==> src/rtl/innings_sequencer_pkg.sv <==
// rtl/innings_sequencer_pkg.sv - shared state, outcome and winner codes plus the ball decoder
package innings_sequencer_pkg;

  typedef enum logic [2:0] {
    ST_IDLE  = 3'd0,
    ST_INN1  = 3'd1,
    ST_BREAK = 3'd2,
    ST_INN2  = 3'd3,
    ST_DONE  = 3'd4
  } state_t;

  localparam logic [3:0] OUT_WKT_A  = 4'd12;
  localparam logic [3:0] OUT_WIDE   = 4'd13;
  localparam logic [3:0] OUT_NOBALL = 4'd14;
  localparam logic [3:0] OUT_WKT_B  = 4'd15;

  localparam logic [1:0] WIN_NONE  = 2'b00;
  localparam logic [1:0] WIN_TEAM1 = 2'b01;
  localparam logic [1:0] WIN_TEAM2 = 2'b10;
  localparam logic [1:0] WIN_TIE   = 2'b11;

  typedef struct packed {
    logic [2:0] runs;
    logic       wicket;
    logic       legal;
  } ball_t;

  function automatic ball_t decode_ball(input logic [3:0] code);
    ball_t b;
    b.runs   = 3'd0;
    b.wicket = 1'b0;
    b.legal  = 1'b1;
    case (code)
      4'd3, 4'd4, 4'd5:       b.runs = 3'd1;
      4'd6, 4'd7:             b.runs = 3'd2;
      4'd8:                   b.runs = 3'd3;
      4'd9, 4'd10:            b.runs = 3'd4;
      4'd11:                  b.runs = 3'd6;
      OUT_WKT_A, OUT_WKT_B:   b.wicket = 1'b1;
      // Extras score one run but do not count as a ball of the over
      OUT_WIDE, OUT_NOBALL: begin
        b.runs  = 3'd1;
        b.legal = 1'b0;
      end
      default: ;
    endcase
    return b;
  endfunction

endpackage

==> src/rtl/innings_sequencer_bowl_sync_edge.sv <==
// rtl/innings_sequencer_bowl_sync_edge.sv - bowl button synchronizer with one-cycle rising-edge press
module innings_sequencer_bowl_sync_edge #(
  parameter int SYNC_STAGES = 2
) (
  input  logic clk_fpga,
  input  logic reset,
  input  logic btn,
  output logic press
);

  logic [SYNC_STAGES-1:0] sync_q;
  logic                   prev_q;

  always_ff @(posedge clk_fpga or posedge reset) begin
    if (reset) begin
      sync_q <= '0;
      prev_q <= 1'b0;
    end else begin
      sync_q <= {sync_q[SYNC_STAGES-2:0], btn};
      prev_q <= sync_q[SYNC_STAGES-1];
    end
  end

  assign press = sync_q[SYNC_STAGES-1] & ~prev_q;

endmodule

==> src/rtl/innings_sequencer.sv <==
// rtl/innings_sequencer.sv - master game FSM: press to delivery strobe, scoring and innings sequencing
module innings_sequencer
  import innings_sequencer_pkg::*;
#(
  parameter int MAX_OVERS      = 2,
  parameter int BALLS_PER_OVER = 6,
  parameter int MAX_WKTS       = 10,
  parameter int SYNC_STAGES    = 2
) (
  input  logic       clk_fpga,
  input  logic       reset,
  input  logic       bowl_btn,
  input  logic [3:0] lfsr_out,
  output logic       delivery,
  output logic [3:0] outcome,
  output logic       teamSwitch,
  output logic       inningOver,
  output logic       gameOver,
  output logic [7:0] runs1,
  output logic [7:0] runs2,
  output logic [3:0] wkts,
  output logic [6:0] legal_balls,
  output logic [1:0] winner
);

  localparam int MAX_BALLS = MAX_OVERS * BALLS_PER_OVER;

  logic       press;
  state_t     state_q, state_d;
  ball_t      ball;
  logic       inn_active;
  logic       inn_end;
  logic [7:0] runs_bat;
  logic [8:0] run_sum;
  logic [7:0] runs_bat_next;

  innings_sequencer_bowl_sync_edge #(
    .SYNC_STAGES(SYNC_STAGES)
  ) u_bowl_sync_edge (
    .clk_fpga(clk_fpga),
    .reset   (reset),
    .btn     (bowl_btn),
    .press   (press)
  );

  always_comb ball = decode_ball(lfsr_out);

  assign inn_active    = (state_q == ST_INN1) || (state_q == ST_INN2);
  assign runs_bat      = (state_q == ST_INN2) ? runs2 : runs1;
  assign run_sum       = {1'b0, runs_bat} + {6'd0, ball.runs};
  assign runs_bat_next = run_sum[8] ? 8'hFF : run_sum[7:0];
  // Counters only move on delivery edges, so this sees the updated values one cycle later
  assign inn_end       = (legal_balls == 7'(MAX_BALLS)) || (wkts == 4'(MAX_WKTS));

  always_ff @(posedge clk_fpga or posedge reset) begin
    if (reset) state_q <= ST_IDLE;
    else       state_q <= state_d;
  end

  always_comb begin
    state_d    = state_q;
    teamSwitch = 1'b0;
    inningOver = 1'b0;
    gameOver   = 1'b0;
    case (state_q)
      ST_IDLE:  if (press) state_d = ST_INN1;
      ST_INN1:  if (inn_end) state_d = ST_BREAK;
      ST_BREAK: begin
        inningOver = 1'b1;
        if (press) state_d = ST_INN2;
      end
      ST_INN2: begin
        teamSwitch = 1'b1;
        if (inn_end || (runs2 > runs1)) state_d = ST_DONE;
      end
      ST_DONE: begin
        teamSwitch = 1'b1;
        inningOver = 1'b1;
        gameOver   = 1'b1;
      end
      default: state_d = ST_IDLE;
    endcase
  end

  always_ff @(posedge clk_fpga or posedge reset) begin
    if (reset) begin
      delivery    <= 1'b0;
      outcome     <= 4'd0;
      runs1       <= 8'd0;
      runs2       <= 8'd0;
      wkts        <= 4'd0;
      legal_balls <= 7'd0;
      winner      <= WIN_NONE;
    end else begin
      delivery <= 1'b0;
      if ((state_q == ST_IDLE) && press) begin
        runs1       <= 8'd0;
        runs2       <= 8'd0;
        wkts        <= 4'd0;
        legal_balls <= 7'd0;
        winner      <= WIN_NONE;
      end
      if ((state_q == ST_BREAK) && press) begin
        wkts        <= 4'd0;
        legal_balls <= 7'd0;
      end
      if (inn_active && press) begin
        delivery <= 1'b1;
        outcome  <= lfsr_out;
        if (state_q == ST_INN2) runs2 <= runs_bat_next;
        else                    runs1 <= runs_bat_next;
        if (ball.wicket && (wkts != 4'(MAX_WKTS)))
          wkts <= wkts + 4'd1;
        if (ball.legal && (legal_balls != 7'(MAX_BALLS)))
          legal_balls <= legal_balls + 7'd1;
      end
      if ((state_d == ST_DONE) && (state_q != ST_DONE)) begin
        if (runs1 > runs2)      winner <= WIN_TEAM1;
        else if (runs2 > runs1) winner <= WIN_TEAM2;
        else                    winner <= WIN_TIE;
      end
    end
  end

endmodule

==> config.mk <==
export PLATFORM = sky130hd
export DESIGN_NAME = innings_sequencer
export DESIGN_NICKNAME = d
export VERILOG_FILES = /design/src/rtl/innings_sequencer_pkg.sv /design/src/rtl/innings_sequencer_bowl_sync_edge.sv /design/src/rtl/innings_sequencer.sv
export SDC_FILE = /design/constraint.sdc
export NUM_CORES = 1
export LEC_CHECK = 0
export ABC_AREA = 0
export CAP_MARGIN = 20
export CELL_PAD_IN_SITES_DETAIL_PLACEMENT = 0
export CELL_PAD_IN_SITES_GLOBAL_PLACEMENT = 2
export CORE_MARGIN = 3
export CORE_UTILIZATION = 39
export DETAILED_ROUTE_END_ITERATION = 10
export DONT_BUFFER_PORTS = 1
export HOLD_SLACK_MARGIN = 0.03
export PLACE_DENSITY = 0.84
export SYNTH_ARGS = -nofsm -noshare
export SYNTH_HDL_FRONTEND = slang
export SYNTH_SLANG_ARGS = --single-unit
==> constraint.sdc <==
create_clock -name clk_fpga -period 2.85 [get_ports clk_fpga]
set_clock_uncertainty 0.15 [all_clocks]
set_input_delay 0.4275 -clock clk_fpga [delete_from_list [all_inputs] [get_ports clk_fpga]]
set_output_delay 0.4275 -clock clk_fpga [all_outputs]
set_load 0.005 [all_outputs]
-- After elaboration in Yosys (flattened, before gate mapping)
Index checks and enable logic that the tools add are counted.
- bits of input ports: 7
- latch bits: 0
- register bits after elaboration: 40
- bits in writable memories: 0
- memories kept: 0
- ROM bits: 0
- word-level logic and storage cells: 90
- output and inout bits: 37
- equal/unequal tests: 23
- multipliers: 0
- bitwise logic cells: 2
- add/sub/neg operators: 3
- reductions and logical operators: 18
- div/mod/pow operators: 0
- muxes and demuxes: 32
- magnitude comparators: 2
- shift operators: 0
- operators by type and width (operator ; count):
    8-bit 2-to-1 mux ; 8
    4-bit equality test (second input constant) ; 9
    3-bit one-hot mux with 5 select lines ; 2
    7-bit 2-to-1 mux ; 4
    4-bit by 3-bit equality test with 1-bit output (second input constant) ; 4
    8-bit greater-than comparator ; 2
    4-bit 2-to-1 mux ; 4
    3-bit 2-to-1 mux ; 4
    2-bit OR reduction ; 6
    8-bit by 3-bit adder with 9-bit output ; 1
    7-bit by 1-bit adder with 7-bit output (second input constant) ; 1
    7-bit by 4-bit equality test with 1-bit output (second input constant) ; 1
    1-bit 2-to-1 mux ; 7
    7-bit by 4-bit != test with 1-bit output (second input constant) ; 1
    3-bit by 2-bit equality test with 1-bit output (second input constant) ; 2
    3-bit equality test (second input constant) ; 2
    1-bit logical AND ; 6
    2-bit 2-to-1 mux ; 3
    5-bit OR reduction ; 1
    4-bit by 1-bit adder with 4-bit output (second input constant) ; 1
    4-bit by 2-bit equality test with 1-bit output (second input constant) ; 1
    4-bit != test (second input constant) ; 1
    3-bit by 1-bit equality test with 1-bit output (second input constant) ; 1
    3-bit logical NOT ; 1
    5 further kinds ; 7

-- Longest topological paths before layout
- depth in word-level cells: 8
- mapped depth: 12
- mapped depth without buffers: 12

-- By module
From an unflattened synthesis, not the netlist that was laid out.
- cell total of the unflattened synthesis: 270
- area, all modules: 2578.7 µm²
- modules (own cells, without submodules) (module ; cells an instance ; seq. area each (µm²) ; instances ; area each (µm²)):
    innings_sequencer ; 265 ; 925.9 ; 1 ; 2486.1
    innings_sequencer_bowl_sync_edge ; 5 ; 75.1 ; 1 ; 92.6

-- Least setup slack after synthesis
Ideal clock, no wire load.
- path type: reg-to-reg
- start: register state_q[2]
- end: register runs1[5]
- setup slack: 0.315 ns
- arrival time: 2.255 ns
- clock period less this slack: 2.535 ns
- required time: 2.571 ns
- library setup time: 0.129 ns
- cell stages (with the launch flop): 12
- path buffers: 2
- cell sequence: dfrtp_1 buf_6 and3b_1 buf_2 nor2_1 a21o_1 ha_1 a211oi_1 nor4_1 xnor2_1 nand2_1 o41a_1
- longest elaborated chain between the ends: 6
- ends and longest elaborated chain (item ; line ; text):
    start: declaration ; innings_sequencer.sv:29 ; state_t state_q, state_d;
    start signal: assignment ; innings_sequencer.sv:57 ; else state_q <= state_d;
    3-bit by 2-bit equality test with 1-bit output ; innings_sequencer.sv:48, innings_sequencer.sv:49, innings_sequencer.sv:110 ;
    8-bit 2-to-1 mux ; innings_sequencer.sv:49 ; assign runs_bat = (state_q == ST_INN2) ? runs2 : runs1;
    8-bit by 3-bit adder with 9-bit output ; innings_sequencer.sv:50 ; assign run_sum = {1'b0, runs_bat} + {6'd0, ball.runs};
    8-bit 2-to-1 mux ; innings_sequencer.sv:51 ; assign runs_bat_next = run_sum[8] ? 8'hFF : run_sum[7:0];
    8-bit 2-to-1 mux ; innings_sequencer.sv:110 ; if (state_q == ST_INN2) runs2 <= runs_bat_next;
    8-bit 2-to-1 mux * ; innings_sequencer.sv:107 ; if (inn_active && press) begin
    end signal: assignment ; innings_sequencer.sv:111 ; else runs1 <= runs_bat_next;
    end: declaration ; innings_sequencer.sv:19 ; output logic [7:0] runs1,
Mark *: on every way between the ends. The rest lies on a longest branch, timed or not.
A chain may end at the register's enable or synchronous reset.

-- Worst setup path in the final report
- start: register state_q[2]
- end: register runs2[0]
- longest elaborated chain between the ends: 6
- ends and longest elaborated chain (item ; line ; text):
    3-bit by 2-bit equality test with 1-bit output ; innings_sequencer.sv:48, innings_sequencer.sv:49, innings_sequencer.sv:110 ;
    8-bit 2-to-1 mux ; innings_sequencer.sv:49 ;
    8-bit by 3-bit adder with 9-bit output ; innings_sequencer.sv:50 ;
    8-bit 2-to-1 mux ; innings_sequencer.sv:51 ;
    8-bit 2-to-1 mux ; innings_sequencer.sv:110 ;
    8-bit 2-to-1 mux * ; innings_sequencer.sv:107 ;
    end signal: assignment ; innings_sequencer.sv:110 ;
    end: declaration ; innings_sequencer.sv:20 ; output logic [7:0] runs2,
Marks and branches as above.

==> results_dict.tcl <==
set metrics [dict create \
    outcome "finished clean" \
    hpwl_um 4332 \
    pwr-share-comb_pct 39.8 \
    worstSetupStartpoint "state_q[2]" \
    holdWs_ns 0.08697 \
    nets 300 \
    die_w_um 85.92 \
    num_rows 28 \
    cp.required_ns 2.94 \
    post_drt_via_cell_ratio 5.671 \
    finalMaxSlewViolations 0 \
    area_growth_syn_to_layout_pct 8.890 \
    cpPeakStageDelay_ns 0.40 \
    internal_power_w 0.001353 \
    synth_area_um2 2491 \
    globalplace.congestion 0.7756 \
    wire_per_inst_um 16.86 \
    tritoncts "yes" \
    crit_arrival_ns 2.69 \
    syn_inst 270 \
    synth_nets 293 \
    maxCapViolCount 0 \
    place_inst 343 \
    timing.rr.end "runs2[0]" \
    worstSetupPathType "register to register" \
    holdPathEnd "outcome[1]" \
    finalSetupTns_ns 0 \
    drt-initial-drc-count 109 \
    path_clk_slew_ns 0.08 \
    slowest_stage "fa_1" \
    r2r-start "state_q[2]" \
    num_vias 2002 \
    cts_sinks 40 \
    setup_viol 0 \
    layout.cells.non_filler 353 \
    worstMarginPinSlew_ns 0.6405 \
    swShare_pct 40.47 \
    synth-seq-area-share_pct 40.18 \
    switchingPower_w 0.0009200 \
    synth-edff-count 0 \
    initial_core_util_pct 41.10 \
    clock-root-buffer "clkbuf_8" \
    min_path_cells 2 \
    die_area_um2 7382 \
    clock_latency_ns 0.30 \
    drtPass1Iterations 4 \
    die_h_um 85.92 \
    relSlewSlack_pct 57.07 \
    p_seq_share_pct 39.7 \
    htreeDepth 2 \
    grt.total_usage_pct 17.22 \
    grt_pass1_vias 1915 \
    grt_start_max_net_pins 41 \
    synth.distinct_cells 55 \
    numCtsBuffers 5 \
    antenna_found_initial 0 \
    drt_wl_total_um 5951 \
    max-vdd-ir-drop_v 0.0003611 \
    seq_area_um2 1001 \
    synth-seq-cells 40 \
    cp_max_fo 7 \
    multiInputGateArea_um2 1359 \
    rsz0062_at_grt "false" \
    grt_first_pass_wirelength_um 10030 \
    powerDensity_nw_per_um2 837.9 \
    fill_cells 603 \
    holdCritPathClass "primary input to register" \
    syn_area_per_cell_um2 9.226 \
    antenna-diode-count 0 \
    min_from "lfsr_out[1]" \
    synth-warning-count 0 \
    worst-path-buf-inv 2 \
    clkPwrFrac_pct 20.5 \
    synth_flop_cell "dfrtp_1" \
    hold_violations 0 \
    path_cells "nand3b_2 -> o21ai_0 -> ha_1 -> inv_1 -> fa_1 -> inv_1 -> a21o_1 -> o21ai_0 -> nand2b_1 -> a22o_1" \
    end_kind "register" \
    worst_r2r_path_depth 10 \
    fin_crit_ns 2.606 \
    crit_family "compound AO/OA/AOI/OAI gates" \
    overflow 0 \
    cts_buffer_depth 2 \
    worstSetupStartpointType "register" \
    drc_errors 0 \
    r2r_slack_ns 0.24 \
    io_buffers 0 \
    ioPinCount 44 \
    max_freq_ghz 0.3837 \
    total_power_w 0.002273 \
    core-area_um2 6061 \
    period_share_pct 91.45 \
    drtAntennaViolNets 0 \
    layout-drive-gt1-share_pct 8.993 \
    post-route-util_pct 44.76 \
    async_flop_share_pct 100.0 \
    p_leak_nw 1.223 \
]
[cells in the final DEF (no fill, tap or decap), types with 7 or more instances in the layout]
| cell type | n |
|---|---|
| o21ai_0 | 13 |
| buf_4 | 7 |
| a21oi_1 | 12 |
| nor2_1 | 20 |
| nor3_1 | 7 |
| nand2_1 | 34 |
| inv_1 | 21 |
| mux2i_1 | 8 |
| dfrtp_1 | 40 |
| ha_1 | 15 |
| nand3_1 | 11 |
| a22o_1 | 9 |
[worst max path at each step]
stage,slack (ns),end,depth (start not counted)
3_3_place_gp,0.21,runs2[3],11
4_1_cts,0.25,runs2[0],10
2_1_floorplan,0.32,runs1[5],11
6_report,0.24,runs2[0],10
3_5_place_dp,0.20,runs2[0],11
5_1_grt,0.02,runs2[3],10
[power by group through the flow]
stage	Sequential [W]	Clock, W	Combinational [W]
2_1_floorplan	0.000865	0	0.000699
6_report	0.000902	0.000467	0.000904
4_1_cts	0.000909	0.000483	0.000908
3_3_place_gp	0.000918	0	0.000904
5_1_grt	0.000933	0.000509	0.00103
3_5_place_dp	0.000920	0	0.000899
[synthesized netlist by cell type, types with 2 or more instances]
| cell type | number | area, um2 |
|---|---|---|
| dfrtp_1 | 40 | 1001 |
| nand2_1 | 34 | 127.6 |
| inv_1 | 21 | 78.83 |
| nor2_1 | 20 | 75.07 |
| ha_1 | 15 | 187.7 |
| o21ai_0 | 13 | 65.06 |
| a21oi_1 | 12 | 60.06 |
| nand3_1 | 11 | 55.05 |
| a22o_1 | 9 | 78.83 |
| mux2i_1 | 8 | 80.08 |
| nor3_1 | 7 | 35.03 |
| a31oi_1 | 5 | 31.28 |
| nand2b_1 | 5 | 31.28 |
| nand4_1 | 5 | 31.28 |
| a211oi_1 | 4 | 30.03 |
| nor2b_1 | 4 | 25.02 |
| clkbuf_1 | 3 | 11.26 |
| mux2_2 | 3 | 33.78 |
| o21a_1 | 3 | 22.52 |
| xnor2_1 | 3 | 26.28 |
| xor2_1 | 3 | 26.28 |
| a21o_1 | 2 | 15.01 |
| a22oi_1 | 2 | 15.01 |
| and3b_1 | 2 | 17.52 |
| buf_2 | 2 | 10.01 |
| buf_6 | 2 | 22.52 |
| nor4_1 | 2 | 12.51 |
| or2_2 | 2 | 12.51 |
| or3_1 | 2 | 12.51 |
[layer usage]
metal / share of wire (%) / up-vias / global-route usage [%]
met1: 49 / 958 / 24.05
met5: 0 / - / 0
li1: - / 979 / -
met2: 45 / 58 / 26.35
met3: 5.4 / 7 / 3.650
met4: 1.3 / 0 / 5.899
[per-stage QoR]
step	setup slack [ns]	area (um2)
finish	0.2437	2713
detailed placement	0.1993	2585
global route	0.02163	2713
CTS	0.2486	2713
floorplan	0.3154	2491
global placement	0.2126	2585
[final cells by class]
| cell class | count | share of cell area, % |
|---|---|---|
| Inverter | 21 | 2.906 |
| Multi-Input combinational cell | 200 | 50.09 |
| Clock inverter | 2 | 1.292 |
| Timing Repair Buffer | 9 | 2.675 |
| Tap cell | 75 | 3.459 |
| Clock buffer | 6 | 2.675 |
| Sequential cell | 40 | 36.90 |
[cells by family (layout without fill, tap and decap cells)]
family | count (synthesis) | in the layout | share of synthesized area (%)
XOR/XNOR | 6 | 6 | 2.110
flip-flops | 40 | 40 | 40.18
AO/OA/AOI/OAI | 62 | 62 | 16.83
multiplexers | 11 | 11 | 4.571
buffers and inverters | 30 | 38 | 5.273
adder cells (fa/ha/maj) | 16 | 16 | 8.338
AND/OR/NAND/NOR | 105 | 105 | 22.70
[registers in the layout, summed over array words and instances (netlist names)]
| signal | flops |
|---|---|
| delivery | 1 |
| winner | 2 |
| u_bowl_sync_edge.sync_q | 2 |
| wkts | 4 |
| runs1 | 8 |
| outcome | 4 |
| u_bowl_sync_edge.prev_q | 1 |
| runs2 | 8 |
| state_q | 3 |
| legal_balls | 7 |
[repair_timing]
| item | 4_1_cts | 5_1_grt |
|---|---|---|
| buffers inserted | 0 | 0 |
| resized for setup | 0 | 0 |
| hold buffers | 2 | 0 |
| hold endpoints to repair | 38 | 0 |
Note: power is estimated with default switching activity, not from simulation.
